`src/rtl/peripheral_bb_pkg.sv`:
```
// Shared AHB-side definitions for the peripheral bus block: transfer/burst
// encodings and the arbiter state type.
package peripheral_bb_pkg;

    // HTRANS encodings
    localparam logic [1:0] HTRANS_IDLE   = 2'b00;
    localparam logic [1:0] HTRANS_BUSY   = 2'b01;
    localparam logic [1:0] HTRANS_NONSEQ = 2'b10;
    localparam logic [1:0] HTRANS_SEQ    = 2'b11;

    // HBURST encodings
    localparam logic [2:0] HBURST_SINGLE = 3'b000;
    localparam logic [2:0] HBURST_INCR   = 3'b001;
    localparam logic [2:0] HBURST_WRAP4  = 3'b010;
    localparam logic [2:0] HBURST_INCR4  = 3'b011;
    localparam logic [2:0] HBURST_WRAP8  = 3'b100;
    localparam logic [2:0] HBURST_INCR8  = 3'b101;
    localparam logic [2:0] HBURST_WRAP16 = 3'b110;
    localparam logic [2:0] HBURST_INCR16 = 3'b111;

    // Width of a master's priority field; 7 is the most urgent.
    localparam int PRIO_W = 3;

    // Arbiter ownership state: nobody owns the slave, or exactly one master does.
    typedef enum logic {
        ARB_IDLE  = 1'b0,
        ARB_OWNED = 1'b1
    } arb_state_e;

endpackage

```
`src/rtl/peripheral_msi_rr_select.sv`:
```
// Combinational winner selection: highest priority among requesters, ties
// broken by scanning from the master after rr_ptr. Returns a one-hot vector
// (all zero when nobody requests).
module peripheral_msi_rr_select
    import peripheral_bb_pkg::*;
#(
    parameter int MASTERS     = 5,
    parameter int MASTER_BITS = $clog2(MASTERS)
) (
    input  logic [MASTERS-1:0]             req,
    input  logic [MASTERS-1:0][PRIO_W-1:0] prio,
    input  logic [MASTER_BITS-1:0]         rr_ptr,
    output logic [MASTERS-1:0]             winner
);

    // One extra bit so rr_ptr + offset (< 2*MASTERS) never overflows before wrap.
    localparam logic [MASTER_BITS:0] M_L = (MASTER_BITS + 1)'(MASTERS);

    logic [PRIO_W-1:0]      max_prio;
    logic [MASTER_BITS:0]   sum;
    logic [MASTER_BITS-1:0] idx;
    logic                   found;

    // Highest priority value present among the active requesters.
    always_comb begin : find_max
        max_prio = '0;
        for (int i = 0; i < MASTERS; i++) begin
            if (req[i] && (prio[i] > max_prio)) begin
                max_prio = prio[i];
            end
        end
    end

    // First requester at max priority, scanning rr_ptr+1, rr_ptr+2, ... so the
    // previous winner (rr_ptr itself) is considered last.
    always_comb begin : pick_winner
        winner = '0;
        found  = 1'b0;
        sum    = '0;
        idx    = '0;
        for (int k = 1; k <= MASTERS; k++) begin
            sum = {1'b0, rr_ptr} + (MASTER_BITS + 1)'(k);
            if (sum >= M_L) begin
                sum = sum - M_L;
            end
            idx = sum[MASTER_BITS-1:0];
            if (!found && req[idx] && (prio[idx] == max_prio)) begin
                winner[idx] = 1'b1;
                found       = 1'b1;
            end
        end
    end

endmodule

```
`src/rtl/peripheral_msi_arbiter_bb.sv`:
```
// Multi-master to single-slave AHB arbiter. Holds the current owner until it
// signals it may switch and the slave is ready, then re-arbitrates by
// priority with round-robin tie-breaking.
module peripheral_msi_arbiter_bb
    import peripheral_bb_pkg::*;
#(
    parameter int MASTERS     = 5,
    parameter int MASTER_BITS = $clog2(MASTERS)
) (
    input  logic                           HCLK,
    input  logic                           HRESETn,
    input  logic [MASTERS-1:0]             mst_req,
    input  logic [MASTERS-1:0][PRIO_W-1:0] mst_priority,
    input  logic [MASTERS-1:0]             mst_can_switch,
    input  logic                           slv_HREADY,
    output logic [MASTERS-1:0]             master_granted,
    output logic [MASTER_BITS-1:0]         grant_sel,
    output logic                           grant_valid
);

    // Reset value of rr_ptr: the last master, so master 0 wins the first tie.
    localparam logic [MASTER_BITS-1:0] RR_RESET = MASTER_BITS'(MASTERS - 1);

    arb_state_e             state_q, state_d;
    logic [MASTERS-1:0]     granted_q, granted_d;
    logic [MASTER_BITS-1:0] sel_q, sel_d;
    logic [MASTER_BITS-1:0] rr_q, rr_d;

    logic [MASTERS-1:0]     winner;
    logic [MASTER_BITS-1:0] win_idx;

    peripheral_msi_rr_select #(
        .MASTERS     (MASTERS),
        .MASTER_BITS (MASTER_BITS)
    ) u_select (
        .req    (mst_req),
        .prio   (mst_priority),
        .rr_ptr (rr_q),
        .winner (winner)
    );

    // Encode the one-hot winner into an index.
    always_comb begin : encode_winner
        win_idx = '0;
        for (int i = 0; i < MASTERS; i++) begin
            if (winner[i]) begin
                win_idx = MASTER_BITS'(i);
            end
        end
    end

    // Next-state: arbitrate from IDLE, or from OWNED once the owner allows a
    // switch and the slave is ready; otherwise hold everything.
    always_comb begin : next_state
        state_d   = state_q;
        granted_d = granted_q;
        sel_d     = sel_q;
        rr_d      = rr_q;
        case (state_q)
            ARB_IDLE: begin
                if (|mst_req) begin
                    state_d   = ARB_OWNED;
                    granted_d = winner;
                    sel_d     = win_idx;
                    rr_d      = win_idx;
                end
            end
            ARB_OWNED: begin
                if (mst_can_switch[sel_q] && slv_HREADY) begin
                    if (|mst_req) begin
                        granted_d = winner;
                        sel_d     = win_idx;
                        rr_d      = win_idx;
                    end else begin
                        // Nobody wants the bus: release it, keep last grant_sel.
                        state_d   = ARB_IDLE;
                        granted_d = '0;
                    end
                end
            end
            default: begin
                state_d   = ARB_IDLE;
                granted_d = '0;
            end
        endcase
    end

    // State and grant registers, cleared asynchronously by HRESETn.
    always_ff @(posedge HCLK or negedge HRESETn) begin : state_regs
        if (!HRESETn) begin
            state_q   <= ARB_IDLE;
            granted_q <= '0;
            sel_q     <= '0;
            rr_q      <= RR_RESET;
        end else begin
            state_q   <= state_d;
            granted_q <= granted_d;
            sel_q     <= sel_d;
            rr_q      <= rr_d;
        end
    end

    assign master_granted = granted_q;
    assign grant_sel      = sel_q;
    assign grant_valid    = |granted_q;

endmodule

```
`config.mk`:
```
export PLATFORM = sky130hd
export DESIGN_NAME = peripheral_msi_arbiter_bb
export DESIGN_NICKNAME = d
export VERILOG_FILES = /design/src/rtl/peripheral_bb_pkg.sv /design/src/rtl/peripheral_msi_rr_select.sv /design/src/rtl/peripheral_msi_arbiter_bb.sv
export SDC_FILE = /design/constraint.sdc
export NUM_CORES = 1
export LEC_CHECK = 0
export CAP_MARGIN = 25
export CORE_UTILIZATION = 50
export CTS_CLUSTER_SIZE = 24
export DETAILED_ROUTE_END_ITERATION = 8
export GPL_ROUTABILITY_DRIVEN = 0
export PLACE_DENSITY = 0.76
export SKIP_LAST_GASP = 1
export SYNTH_ARGS = -nofsm -noshare
export SYNTH_HDL_FRONTEND = slang
export SYNTH_HIERARCHICAL = 1
export SYNTH_SLANG_ARGS = --single-unit
```
`constraint.sdc`:
```
create_clock -name HCLK -period 4.35 [get_ports HCLK]
set_input_delay 0.87 -clock HCLK [delete_from_list [all_inputs] [get_ports HCLK]]
set_output_delay 0.87 -clock HCLK [all_outputs]
set_load 0.05 [all_outputs]
```
# Word-level counts from Yosys, hierarchy flattened

Index checks and enable logic that the tools add are counted.

Register bits after elaboration: 12
Output and inout bits: 9

Add/subtract/negate cells: 10
$lt $le $gt $ge: 21
Reductions and logical operators: 27
Eq/ne operators: 7
Bitwise gates (word level): 5
Muxes and demuxes: 68

Operator list:

| operator            | count |
|---|---|
| $mux 3              | 21 |
| $bmux 3 s3          | 5 |
| $mux 5              | 8 |
| $lt 3x4->1 const B  | 6 |
| $ge 4x3->1 const B  | 5 |
| $logic_and 1x1->1   | 20 |
| $or 5x5->5          | 4 |
| $bmux 1 s3          | 6 |
| $mux 1              | 18 |
| $demux 1 s3         | 5 |
| $eq 3x3->1          | 5 |
| $ge 3x1->1 const B  | 5 |
| $sub 3x3->3 const B | 5 |
| $gt 3x3->1          | 4 |
| $pmux 3 s2          | 2 |
| $pmux 5 s2          | 1 |
| $reduce_or 5->1     | 2 |
| $add 3x2->4 const B | 2 |
| $add 3x3->4 const B | 2 |
| $add 3x1->4 const B | 1 |
| $logic_not 1->1     | 4 |
| $gt 3x1->1 const B  | 1 |
| $mux 2              | 1 |
| $ne 2x1->1 const B  | 1 |
| 4 further kinds     | 4 |

# Logic depth before layout (Yosys ltp)

Gate-level depths: netlist (run 1).

Depth in word-level cells: 41
Mapped depth: 39
Gate-level depth less buffers: 37

# By module

Netlist (run 1), hierarchy kept.

Modules (own cells, without submodules):

| module                    | times used | area an instance (µm²) | cells each |
|---|---|---|---|
| peripheral_msi_rr_select  | 1          | 2,901.5                | 394 |
| peripheral_msi_arbiter_bb | 1          | 489.2                  | 42 |

# Worst setup path before layout (run 1)

Ideal clock, no wire load.

Kind: input to register
Start point: in mst_priority[1] (netlist bit)
End point: reg sel_q[0], in the netlist grant_sel[0]
Data required time: 4.225 ns
Arrival time: 7.096 ns
Slack: -2.871 ns
Stages: 34
Path buffers: 2
Setup time: 0.125 ns
Cells stage by stage: clkbuf_1 > nand2_1 > ha_1 > a31oi_2 > and2_4 > nor2_1 > a21oi_1 > inv_1 > ha_1 > nor2_1 > a31oi_1 > o31ai_1 > nand3_1 > nand2_1 > ha_1 > nor2b_1 > o21a_1 > o21ai_2 > mux2i_1 > ha_1 > o2111ai_1 > o21ai_0 > a2bb2oi_2 > xor2_1 > a211o_1 > a2111oi_4 > nand2_1 > buf_2 > and4bb_4 > nand3_1 > o211ai_2 > a21oi_1 > nor2_1 > mux2_2

Elaborated cells between the ends (all ways): 63

RTL lines:

| element                         | RTL line                                                         | RTL |
|---|---|---|
| start: declaration              | peripheral_msi_arbiter_bb.sv:13                                  | `input logic [MASTERS-1:0][PRIO_W-1:0] mst_priority,` |
| $gt 3x1->1                      | peripheral_msi_rr_select.sv:28                                   | `if (req[i] && (prio[i] > max_prio)) begin` |
| $logic_and 1x1->1               | peripheral_msi_rr_select.sv:28                                   |  |
| $mux 3                          | peripheral_msi_rr_select.sv:28                                   |  |
| $gt 3x3->1                      | peripheral_msi_rr_select.sv:28                                   |  |
| $logic_and 1x1->1               | peripheral_msi_rr_select.sv:28                                   |  |
| $mux 3                          | peripheral_msi_rr_select.sv:28                                   |  |
| $gt 3x3->1                      | peripheral_msi_rr_select.sv:28                                   |  |
| $logic_and 1x1->1               | peripheral_msi_rr_select.sv:28                                   |  |
| [22 not listed]                 | n/a                                                              |  |
| $logic_not 1->1                 | peripheral_msi_rr_select.sv:47                                   | `if (!found && req[idx] && (prio[idx] == max_prio)) begin` |
| $logic_and 1x1->1 (2 in series) | peripheral_msi_rr_select.sv:47                                   |  |
| $mux 5 (*)                      | peripheral_msi_rr_select.sv:47                                   |  |
| named net winner[3]             | peripheral_msi_arbiter_bb.sv:29                                  | `logic [MASTERS-1:0] winner;` |
| $mux 3 (*) (2 in series)        | peripheral_msi_arbiter_bb.sv:46                                  | `if (winner[i]) begin` |
| $mux 3 (*)                      | peripheral_msi_arbiter_bb.sv:61, peripheral_msi_arbiter_bb.sv:70 |  |
| $mux 3                          | peripheral_msi_arbiter_bb.sv:69                                  | `if (mst_can_switch[sel_q] && slv_HREADY) begin` |
| $pmux 3 s2 (*)                  | peripheral_msi_arbiter_bb.sv:59                                  | `case (state_q)` |
| end signal: assignment          | peripheral_msi_arbiter_bb.sv:98                                  | `sel_q <= sel_d;` |
| end: declaration                | peripheral_msi_arbiter_bb.sv:26                                  | `logic [MASTER_BITS-1:0] sel_q, sel_d;` |

Mark *: on every way through the listed nets, which the timed path passes. The rest lies on a longest branch. The select of a mux whose other input is x is not followed.
A chain may end at the register's enable or synchronous reset.

# Worst setup path in the final report (run 1)

Start point: in mst_req[0]
End point: reg sel_q[1], in the netlist grant_sel[1]

Longest elaborated chain between the ends: 39
Elaborated cells between the ends (all ways): 62

Ends and longest elaborated chain:

| element                         | RTL line                                                         | RTL |
|---|---|---|
| start: declaration              | peripheral_msi_arbiter_bb.sv:12                                  | `input logic [MASTERS-1:0] mst_req,` |
| $logic_and 1x1->1               | peripheral_msi_rr_select.sv:28                                   |  |
| $mux 3                          | peripheral_msi_rr_select.sv:28                                   |  |
| $gt 3x3->1                      | peripheral_msi_rr_select.sv:28                                   |  |
| $logic_and 1x1->1               | peripheral_msi_rr_select.sv:28                                   |  |
| $mux 3                          | peripheral_msi_rr_select.sv:28                                   |  |
| $gt 3x3->1                      | peripheral_msi_rr_select.sv:28                                   |  |
| $logic_and 1x1->1               | peripheral_msi_rr_select.sv:28                                   |  |
| $mux 3                          | peripheral_msi_rr_select.sv:28                                   |  |
| [22 not listed]                 | n/a                                                              |  |
| $logic_and 1x1->1 (2 in series) | peripheral_msi_rr_select.sv:47                                   |  |
| $mux 5 (*)                      | peripheral_msi_rr_select.sv:47                                   |  |
| named net winner[2]             | peripheral_msi_arbiter_bb.sv:29                                  |  |
| $mux 2 (*)                      | peripheral_msi_arbiter_bb.sv:46                                  |  |
| $mux 3 (*) (2 in series)        | peripheral_msi_arbiter_bb.sv:46                                  |  |
| $mux 3 (*)                      | peripheral_msi_arbiter_bb.sv:61, peripheral_msi_arbiter_bb.sv:70 |  |
| $mux 3                          | peripheral_msi_arbiter_bb.sv:69                                  |  |
| $pmux 3 s2 (*)                  | peripheral_msi_arbiter_bb.sv:59                                  |  |

Marked as above.

==> metrics.yaml, run 1 <==
outcome: "finished with violations"
failed_checks: "design-rule violations, negative setup slack"
ys_seq_area_frac: 0.07417
cts_buffers: 3
nFillCells: 386
ff2ff_path_depth: 21
synth_async_sr_flop_share: 1.000
cp-endpoint: "grant_sel[1]$_DFFE_PN0P_"
first_pass_iters: 9
skew_ns: 0.0005106
crit_slowest_cell: "a2111oi_4"
fin_ws_ns: -2.625
areaGrowthSynthToFinish_pct: 54.24
vias: 4660
grt_setup_unrepaired: "true"
synth-edff-count: 0
final-setup-viol-count: 9
sw_frac_of_total: 0.5404
reg2reg_slack_ns: -0.60
grt_max_degree: 36
avgSynthCellArea_um2: 7.777
drive_above_1_share: 0.4151
relSlewSlack: 0.3776
critical_path.endpoint_type: "flop"
fin_area_mm2: 0.005230
intPower_uw: 1603
dp_cells: 626
r2r_end: "grant_sel[0]$_DFFE_PN0P_"
pin_count: 37
ys_ff_latch: 10
total_power_uw: 3488
drc_errors: 40
worst_ep_required_time_ns: 4.48
start_util: 0.5250
p_leak_uw: 0.002245
netlist_instances: 436
antenna_cells: 0
dpl_cell_area_mm2: 0.004627
switchingPower_uw: 1885
min_period_over_period: 1.604
min_path_type: "reg2reg"
row_count: 29
core_mm2: 0.006459
htreeDepth: 1
die-area_mm2: 0.007115
hold_violations: 0
layout_min_cycle_time_ns: 6.975
finalNonFillerCells: 660
synth-main-ff-cell: "dfrtp_1"
portBuffers: 36
vdd_ir_drop_max_v: 0.0005480
power_frac_comb: 0.921
path_max_fanout: 4
clk_path_buf_depth: 2
track_usage: 0.3807
grt_pass1_vias: 4189
r2r-start: "grant_sel[0]$_DFFE_PN0P_"
path_clk_slew_ns: 0.05
slew_viol_final: 0
p_clk_frac: 0.031
p_seq_frac: 0.048
synth-warning-count: 6
post_drt_wl_per_cell_um: 24.01
cp_slowest_stage_delay_ns: 0.37
die_y_um: 84.35
crit_arrival_ns: 7.10
multi_input_area_mm2: 0.003311
grt_pass1_wl_mm: 21.70
grt_overflow_total: 0
netlist_area_mm2: 0.003391
synth_top_area_frac: 0.07749
synth.distinct_cells: 90
antenna_found_initial: 0
initialDrtViolationCount: 860
max_freq_mhz: 143.4
clk_latency_ns: 0.24
maxCapViolCount: 0
seqCellArea_um2: 251.5
critPathLaunchType: "primary input"
synthTopCellsByArea: "ha_1, dfrtp_1, mux2i_1"
cts_root_buffer: "clkbuf_8"
routed_wl_mm: 15.85
crit_path_start: "mst_req[0]"
viasPerCell: 7.061
final_antenna_net_count: 0
cts.sinks: 10
place_ws_ns: -3.002
path_class: "in2reg"
synth_nets: 486
hpwl_mm: 9.812
die_x_um: 84.35
power_density_mw_per_mm2: 666.9
yosysTopAreaCell: "ha_1"
cts_tree: "built"
nNetsFinal: 634
worst-slew-pin-transition_ns: 0.9238
hold_path_depth: 1
## power by group through the flow
stage          clock network (uW)  registers, uW  logic, uW
2_1_floorplan                   0            246       1610
3_3_place_gp                    0            165       2460
3_5_place_dp                    0            165       2530
4_1_cts                      98.2            165       2660
5_1_grt                       111            172       3320
6_report                      107            167       3210
## per-layer routing
metal  wire (um)  vias up  GRT usage
li1            -     1956          -
met3        2211      158    0.07178
met1        5639     2121     0.5103
met4        1177        0     0.1602
met2        6818      425     0.6021
met5           0        -          0
## cell usage after synthesis, drive strengths merged (3+ instances only)
cell	n
a221oi	7
nand4	4
mux2	9
mux4	7
o211ai	5
a22oi	3
o22ai	7
o221a	3
buf	19
a22o	7
and3	5
xor2	4
nand2b	12
xnor2	18
dfrtp	9
a21oi	27
a211oi	12
nand2	30
a2111oi	4
inv	27
a31oi	10
clkbuf	10
mux2i	22
nand3	18
and2	6
o21a	3
o2111a	3
a2bb2oi	6
a21o	5
o21ai	19
o31ai	6
nor3	6
o221ai	3
nor2b	6
ha	21
nor2	40
## what timing repair did
action | in CTS | in global routing
hold buffers | 0 | 0
endpoints found under the setup margin | 9 | 9
pin swaps | 29 | 36
setup buffers | 16 | 15
gates resized for setup | 58 | 44
## area by class of cell
type                    count  area share
repair buffers            172      0.2725
clock buffers               4    0.008612
inverters                  27     0.01938
well taps                  77     0.01842
multi-input cells         370      0.6330
flip-flops and latches     10     0.04809
## cell usage in the layout (no fill, tap or decap), drive strengths merged, types with 9 or more instances in the layout
| cell | n |
|---|---|
| dfrtp | 9 |
| a21oi | 27 |
| mux2 | 9 |
| nand2 | 30 |
| mux2i | 22 |
| inv | 27 |
| clkdlybuf4s50 | 28 |
| xnor2 | 18 |
| a211oi | 12 |
| nor2 | 40 |
| ha | 21 |
| buf | 143 |
| nand2b | 12 |
| a31oi | 10 |
| o21ai | 19 |
| nand3 | 18 |
## flip-flops by register name, summed over array words and instances (netlist names)
name	flops
grant_sel	3
master_granted	5
rr_q	1
state_q	1
## through the flow
step	TNS, ns	utilization	hold WS (ns)
finish	-22.13	0.8098	0.5443
global route	-23.80	0.8098	0.5515
CTS	-18.49	0.7547	0.5366
detailed placement	-25.77	0.7164	0.5282
global placement	-23.15	0.7164	0.5236
floorplan	-19.94	-	0.5464
## worst max-delay path: cells and delay by family
family	cells	cell delay (ns)
fa+ha+maj	4	0.97
mux	2	0.54
xor+xnor	1	0.09
compound gates	14	2.79
buf+inv	5	0.66
simple gates	12	1.17
## logic make-up (layout without fill, tap and decap cells)
group	count (synthesis)	count (layout)	share of synthesized area
AO/OA/AOI/OAI	146	146	0.3447
XOR/XNOR	22	22	0.05904
adder cells (fa/ha/maj)	22	22	0.08339
buffers and inverters	56	203	0.07454
flip-flops	10	10	0.07417
multiplexers	38	38	0.1458
AND/OR/NAND/NOR	142	142	0.2185
## worst min path at each step
stage,from,end,slack [ns]
finish,master_granted[2]$_DFFE_PN0P_,master_granted[2]$_DFFE_PN0P_,0.54
detailed placement,master_granted[3]$_DFFE_PN0P_,master_granted[3]$_DFFE_PN0P_,0.53
global placement,master_granted[4]$_DFFE_PN0P_,master_granted[4]$_DFFE_PN0P_,0.52
floorplan,state_q$_DFF_PN0_,state_q$_DFF_PN0_,0.55
CTS,master_granted[3]$_DFFE_PN0P_,master_granted[3]$_DFFE_PN0P_,0.54
global route,master_granted[2]$_DFFE_PN0P_,master_granted[2]$_DFFE_PN0P_,0.55
(Power assumes the default switching activity.)
==> inputs of run 2 (changes only) <==
--- a/config.mk
+++ b/config.mk
@@ -12,6 +12,7 @@
 export GPL_ROUTABILITY_DRIVEN = 0
 export PLACE_DENSITY = 0.76
 export SKIP_LAST_GASP = 1
+export SLEW_MARGIN = 5
 export SYNTH_ARGS = -nofsm -noshare
 export SYNTH_HDL_FRONTEND = slang
 export SYNTH_HIERARCHICAL = 1
==> results of run 2 <==
No change in the layout: final DEF, timing and power equal those of run 1.
